--- src/rtl/stopwatch_display.sv ---
`default_nettype none
// ============================================================================
//  Module      : stopwatch_display
//  Description : Four-digit multiplexed common-anode seven-segment driver.
//                Snapshots the BCD mm:ss digits once per frame, scans them
//                right to left, and optionally blinks the field picked by
//                sel while adjust mode is active.
//                Optional blink logic: define STOPWATCH_DISP_BLINK_EN.
//  Revision    : 1.0 - initial release
// ============================================================================
module stopwatch_display #(
  parameter int REFRESH_DIV = 100000,
  parameter int BLINK_DIV   = 25000000
) (
  input  logic       clk,
  input  logic       rst,
  input  logic [3:0] min_tens,
  input  logic [3:0] min_ones,
  input  logic [3:0] sec_tens,
  input  logic [3:0] sec_ones,
  input  logic       adj,
  input  logic       sel,
  output logic [3:0] an,
  output logic [6:0] seg
);

  localparam int            RW       = $clog2(REFRESH_DIV);
  localparam logic [RW-1:0] REF_LAST = RW'(REFRESH_DIV - 1);

  logic [RW-1:0] refresh_cnt;
  logic [1:0]    idx;
  logic          valid;
  logic [15:0]   snap;
  logic          ref_tc;
  logic          frame_wrap;
  logic [3:0]    blank_mask;
  logic [3:0]    digit;
  logic [3:0]    an_next;
  logic [6:0]    seg_next;

  assign ref_tc     = (refresh_cnt == REF_LAST);
  assign frame_wrap = ref_tc && (idx == 2'd3);

  // Scan timing; it only starts once the first snapshot exists so that the
  // rightmost digit gets its full dwell time after reset.
  always_ff @(posedge clk) begin
    if (rst) begin
      refresh_cnt <= '0;
      idx         <= 2'd0;
    end else if (valid) begin
      if (ref_tc) begin
        refresh_cnt <= '0;
        idx         <= idx + 2'd1;
      end else begin
        refresh_cnt <= refresh_cnt + RW'(1);
      end
    end
  end

  // Capture all four digits together so a frame never mixes two counter values.
  always_ff @(posedge clk) begin
    if (rst) begin
      snap  <= 16'h0000;
      valid <= 1'b0;
    end else if (!valid || frame_wrap) begin
      snap  <= {min_tens, min_ones, sec_tens, sec_ones};
      valid <= 1'b1;
    end
  end

`ifdef STOPWATCH_DISP_BLINK_EN
  localparam int            BW         = $clog2(BLINK_DIV);
  localparam logic [BW-1:0] BLINK_LAST = BW'(BLINK_DIV - 1);

  logic [BW-1:0] blink_cnt;
  logic          blink_on;

  // Blink phase generator; parked in the visible phase whenever adjust is off.
  always_ff @(posedge clk) begin
    if (rst || !adj) begin
      blink_cnt <= '0;
      blink_on  <= 1'b1;
    end else if (blink_cnt == BLINK_LAST) begin
      blink_cnt <= '0;
      blink_on  <= ~blink_on;
    end else begin
      blink_cnt <= blink_cnt + BW'(1);
    end
  end

  assign blank_mask = (adj && !blink_on) ? (sel ? 4'b0011 : 4'b1100) : 4'b0000;
`else
  logic unused_adj_sel;
  assign unused_adj_sel = adj ^ sel;
  assign blank_mask     = 4'b0000;
`endif

  // Active-low segment pattern for one BCD digit; non-BCD codes show a dash.
  function automatic logic [6:0] decode(input logic [3:0] v);
    case (v)
      4'd0:    decode = 7'b1000000;
      4'd1:    decode = 7'b1111001;
      4'd2:    decode = 7'b0100100;
      4'd3:    decode = 7'b0110000;
      4'd4:    decode = 7'b0011001;
      4'd5:    decode = 7'b0010010;
      4'd6:    decode = 7'b0000010;
      4'd7:    decode = 7'b1111000;
      4'd8:    decode = 7'b0000000;
      4'd9:    decode = 7'b0010000;
      default: decode = 7'b0111111;
    endcase
  endfunction

  // Select the digit for the current index and form the next pin values.
  always_comb begin
    digit    = snap[3:0];
    an_next  = 4'b1111;
    seg_next = 7'b1111111;
    case (idx)
      2'd0:    digit = snap[3:0];
      2'd1:    digit = snap[7:4];
      2'd2:    digit = snap[11:8];
      default: digit = snap[15:12];
    endcase
    if (valid) begin
      an_next  = ~(4'b0001 << idx) | blank_mask;
      seg_next = decode(digit);
    end
  end

  // Registered pin drivers.
  always_ff @(posedge clk) begin
    if (rst) begin
      an  <= 4'b1111;
      seg <= 7'b1111111;
    end else begin
      an  <= an_next;
      seg <= seg_next;
    end
  end

endmodule
`default_nettype wire

--- config.mk ---
export PLATFORM = sky130hd
export DESIGN_NAME = stopwatch_display
export DESIGN_NICKNAME = d
export VERILOG_FILES = /design/src/rtl/stopwatch_display.sv
export SDC_FILE = /design/constraint.sdc
export NUM_CORES = 1
export LEC_CHECK = 0
export ABC_AREA = 0
export CORE_UTILIZATION = 53
export CTS_CLUSTER_SIZE = 8
export DETAILED_ROUTE_END_ITERATION = 8
export PLACE_DENSITY = 0.78
export SLEW_MARGIN = 25
export SYNTH_ARGS = -nofsm -noshare
export SYNTH_HDL_FRONTEND = slang
export SYNTH_SLANG_ARGS = --single-unit
--- constraint.sdc ---
create_clock -name clk -period 2.54 [get_ports clk]
set_input_delay 0.254 -clock clk [delete_from_list [all_inputs] [get_ports clk]]
set_output_delay 0.254 -clock clk [all_outputs]
set_load 0.03 [all_outputs]
* Yosys cells after proc, flatten, opt, wreduce, memory -nomap -nowiden
Memories as Yosys holds them, arrays and structs flattened. A register that Yosys moved wholly into a read port is not among the register bits.
Cells that the tools add are included.
** Cells by class
- Add/subtract/negate cells :: 2
- Shifts and indexed selects :: 1
- Mux-type cells :: 2
- Bitwise gates (word level) :: 2
- Reduce and logical (&&, ||, !) cells :: 6
- Equality and inequality tests :: 4
** Operator list (count)
- adder 17 x 1 -> 17 bit (second input constant) :: 1
- == test 17 bit (second input constant) :: 1
- 2-to-1 mux 17 bit :: 1
- case mux 4 bit (3 select lines) :: 1
- == test 2 bit (second input constant) :: 2
- NOT 4 bit :: 1
- << shifter 1 x 2 -> 4 bit (first input constant) :: 1
- adder 2 x 1 -> 2 bit (second input constant) :: 1
- == test 2 x 1 -> 1 bit (second input constant) :: 1
- zero test 2 bit :: 1
- AND reduction 2 bit :: 1
- OR reduction 2 bit :: 1
- logical AND 1 bit :: 1
- zero test 1 bit :: 1
- logical OR 1 bit :: 1
- NOT 1 bit :: 1
** Storage, ports and cells
- Memories kept :: 1
- Logic and storage cells :: 23
- Bits in registers :: 40
- Output and inout port bits :: 11
- Input bits :: 20
- Memory bits (read-only) :: 112
** Memory list
- (name not given) :: words 16, width 7, rd ports 1, clocked after memory_dff 1, wr ports 0, RTL line 100 : case (v)

* Logic depth before layout (Yosys ltp)
- Word-level depth :: 3
- Depth in mapped cells :: 8
- Depth with buffers taken out :: 8

* Worst setup path before layout
No wires, ideal clock.
- Path kind :: register to register
- Start :: reg idx[0]
- End :: reg seg[5]
- Setup slack :: 0.666 ns
- Stages on the path, launching flop included :: 9
- Path buffers :: 0
- Arrival time :: 1.738 ns
- Data required time :: 2.404 ns
- Period minus slack after synthesis :: 1.874 ns
- Library setup time :: 0.136 ns
- Path through :: dfxtp_1 -> inv_1 -> ha_1 -> a222oi_1 -> mux2_2 -> inv_1 -> ha_1 -> nor3_1 -> o21ai_0
** On the way
- Longest elaborated chain between the ends :: 2
- Elaborated cells on any way between the ends :: 4
- Classes of those cells :: eq/ne (2); mux (1); reduce/logical (1)
** Ends and longest elaborated chain
- start: declaration :: RTL line 31 : logic [1:0] idx;
- start signal: assignment :: RTL line 53 : idx <= idx + 2'd1;
- == test 2 bit (tied with other cells) :: RTL line 120 : case (idx)
- case mux 4 bit (3 select lines) * :: RTL line 120
- end: declaration :: RTL line 24 : output logic [6:0] seg
Every way passes the cells marked *; elsewhere a longest branch is shown, timed or not.
A chain may end at the register's enable or synchronous reset.

* Worst setup path in the final report
Same ends and word-level chain as after synthesis.

==> flow_metrics.env <==
export IMPL_status="finished, final reports clean"
export IMPL_synth_seq_cells=47
export IMPL_max_freq_mhz=438
export IMPL_cts_root_buf="clkbuf_8"
export IMPL_grt_usage_pct=21.7
export IMPL_fin_ws_ns=0.256
export IMPL_crit_arrival_ns=2.45
export IMPL_io_buffers=28
export IMPL_syn_instance_count=233
export IMPL_synth_compound_area_share_pct=9.54
export IMPL_crit_chain="inv_1, ha_1, a222oi_1, mux2_2, inv_1, ha_1, nor3_1, o21ai_0"
export IMPL_p_seq_share_pct=49.4
export IMPL_hp_class="flop to flop"
export IMPL_initial_core_util_pct=56.7
export IMPL_p_per_area_nw_per_um2=609
export IMPL_synth_xor_area_share_pct=4.51
export IMPL_insertion_delay_ns=0.30
export IMPL_place_gp_congestion=0.841
export IMPL_yosys_area_share_adder_pct=5.27
export IMPL_dr_total_vias=1676
export IMPL_post_cts_buffers=0
export IMPL_fin_crit_ns=2.28
export IMPL_whs_ns=0.468
export IMPL_dp_slack_ns=0.329
export IMPL_pwr_share_clk_pct=40.7
export IMPL_synth_cell_type_count=37
export IMPL_synth_top_area_cell="dfxtp_1"
export IMPL_hold_buffers=0
export IMPL_setup_violations=0
export IMPL_htreeDepth=2
export IMPL_fp_dieW_um=65.5
export IMPL_end_kind="flop"
export IMPL_cp_slowest_cell="a222oi_1"
export IMPL_fillers=296
export IMPL_ys_warn_count=0
export IMPL_dr_pass1_iters=4
export IMPL_slew_headroom_pct=62.7
export IMPL_start_kind="flop"
export IMPL_synth_common_cells="dfxtp_1, nand2_1, mux2i_1"
export IMPL_worst_pin_slew_ns=0.544
export IMPL_routed_wirelength_um=4010
export IMPL_ant_nets=0
export IMPL_die_h_um=65.5
export IMPL_period_share_pct=89.9
export IMPL_power_total_mw=1.59
export IMPL_syn_nets=262
export IMPL_cts_resized_gates=0
export IMPL_yosysSeqAreaShare_pct=44.0
export IMPL_dieArea_um2=4290
export IMPL_overflow=0
export IMPL_syn_area_per_cell_um2=9.18
export IMPL_muxShareOfSynthArea_pct=10.9
export IMPL_vias_per_cell=5.35
export IMPL_drtIter0Drc=135
export IMPL_cpPeakStageDelay_ns=0.43
export IMPL_swShare_pct=22.2
export IMPL_cts_buffers=5
export IMPL_synth_top_family_by_area="simple AND/OR/NAND/NOR gates"
export IMPL_p_leak_nw=1.00
export IMPL_combPwrFrac_pct=9.9
export IMPL_drive_gt1_share_pct=7.55
export IMPL_synthTopCellsByArea="dfxtp_1, mux2i_1, nand2_1"
export IMPL_internal_power_mw=1.23
export IMPL_synth_simple_area_share_pct=21.8
export IMPL_clockBufferDepth=2
export IMPL_synth_most_common_cell="dfxtp_1"
export IMPL_slew_violations=0
export IMPL_cts_tree="done"
export IMPL_synth_edf_count=0
export IMPL_placed_cell_area_um2=2470
export IMPL_route_detailed_drc=0
export IMPL_rrSetupSlack_ns=0.26
export IMPL_antenna_found_initial=0
export IMPL_cts_sinks=47
export IMPL_crit_type="flop to flop"
export IMPL_power_switching_mw=0.352
export IMPL_netlist_area_um2=2140
export IMPL_clock_skew_ns=0.00221
export IMPL_grt_pass1_wl_um=7110
export IMPL_final_area_um2=2600
export IMPL_synth_top_area_share_pct=44.0
export IMPL_coreArea_um2=3770
export IMPL_dp_hpwl_um=2700
export IMPL_synth_main_ff_cell="dfxtp_1"
export IMPL_ys_async_sr_fraction_pct=0
export IMPL_routedWlPerCell_um=12.8
export IMPL_diodes=0
export IMPL_cap_violations=0
export IMPL_hold_viol=0
export IMPL_peakVddDrop_uv=390
export IMPL_critPathRequiredTime_ns=2.71
export IMPL_fin_nets=293
export IMPL_clk_pin_slew_ns=0.09
export IMPL_grt_pass1_vias=1608
export IMPL_fin_tns_setup_ns=0
export IMPL_area_delta_synth_final_pct=21.7
export IMPL_rsz0062_at_grt="no"
export IMPL_cp_max_fo=7
export IMPL_rows=22
export IMPL_grt_start_max_net_pins=34
export IMPL_io_pin_count=31
[worst paths after layout]
kind,startpoint,to,cells after the start
setup / recovery,idx[0]$_SDFFE_PP0P_,seg[5]$_SDFF_PP1_,8
hold / removal,snap[6]$_SDFFE_PP0P_,snap[6]$_SDFFE_PP0P_,2
setup reg to reg,idx[0]$_SDFFE_PP0P_,seg[5]$_SDFF_PP1_,8
hold reg to reg,snap[6]$_SDFFE_PP0P_,snap[6]$_SDFFE_PP0P_,2
[cell families (layout without fill, tap and decap cells)]
kind of cell / after synthesis / in the layout
flip-flops: 47 / 47
AND/OR/NAND/NOR: 94 / 94
AO/OA/AOI/OAI: 30 / 30
multiplexers: 23 / 23
adder cells (fa/ha/maj): 9 / 9
XOR/XNOR: 11 / 11
buffers and inverters: 19 / 51
[power by group through the flow]
stage	Sequential, mW	Clock [mW]	Combinational [mW]
global route	0.787	0.697	0.172
detailed placement	0.800	0	0.155
global placement	0.799	0	0.153
finish	0.783	0.646	0.157
CTS	0.783	0.655	0.157
floorplan	0.812	0	0.0814
[sequential cells by signal, summed over array words and instances, names as in the netlist]
name	flops
snap	16
refresh_cnt	17
an	4
valid	1
idx	2
seg	7
[final cells by class]
type	instances	area [um^2]	share of cell area (%)
multi-input cells	167	1110	42.8
flip-flops and latches	47	941	36.2
repair buffers	32	310	11.9
clock buffers	5	68.8	2.64
clock inverters	3	67.6	2.60
well taps	48	60.1	2.31
inverters	11	41.3	1.59
[placed cells by master (no fill, tap or decap), types with 3 or more instances in the layout]
master / count
inv_1: 10
buf_4: 4
or3_1: 3
xor2_1: 8
o21ai_0: 9
a222oi_1: 4
clkbuf_8: 5
mux2i_1: 20
and4_1: 3
mux2_2: 3
nand3_1: 7
clkdlybuf4s50_1: 28
and3_1: 4
or4_1: 3
nand4_1: 8
a21oi_1: 8
ha_1: 9
nand2_1: 43
dfxtp_1: 47
xnor2_1: 3
nor2_1: 15
[worst max-delay path: cells and delay by family, from the launching register on]
kind	cells	cell delay [ns]
buffers and inverters	2	0.24
DFF	1	0.41
and+or+nand+nor	1	0.17
adders and majority gates	2	0.50
AOI/OAI and AO/OA	2	0.53
muxes	1	0.29
[stage by stage]
stage	cells	util [%]
2_1_floorplan	233	-
3_3_place_gp	305	65.4
3_5_place_dp	305	65.4
4_1_cts	313	69.0
5_1_grt	313	69.0
6_report	313	69.0
[routing by layer]
layer	up-vias	wire [um]	global-route usage, %
met3	5	177	5.38
li1	880	-	-
met4	0	64	8.97
met1	753	2020	28.6
met2	38	1750	33.5
met5	-	0	0
Power figures use the tool's default switching activity.
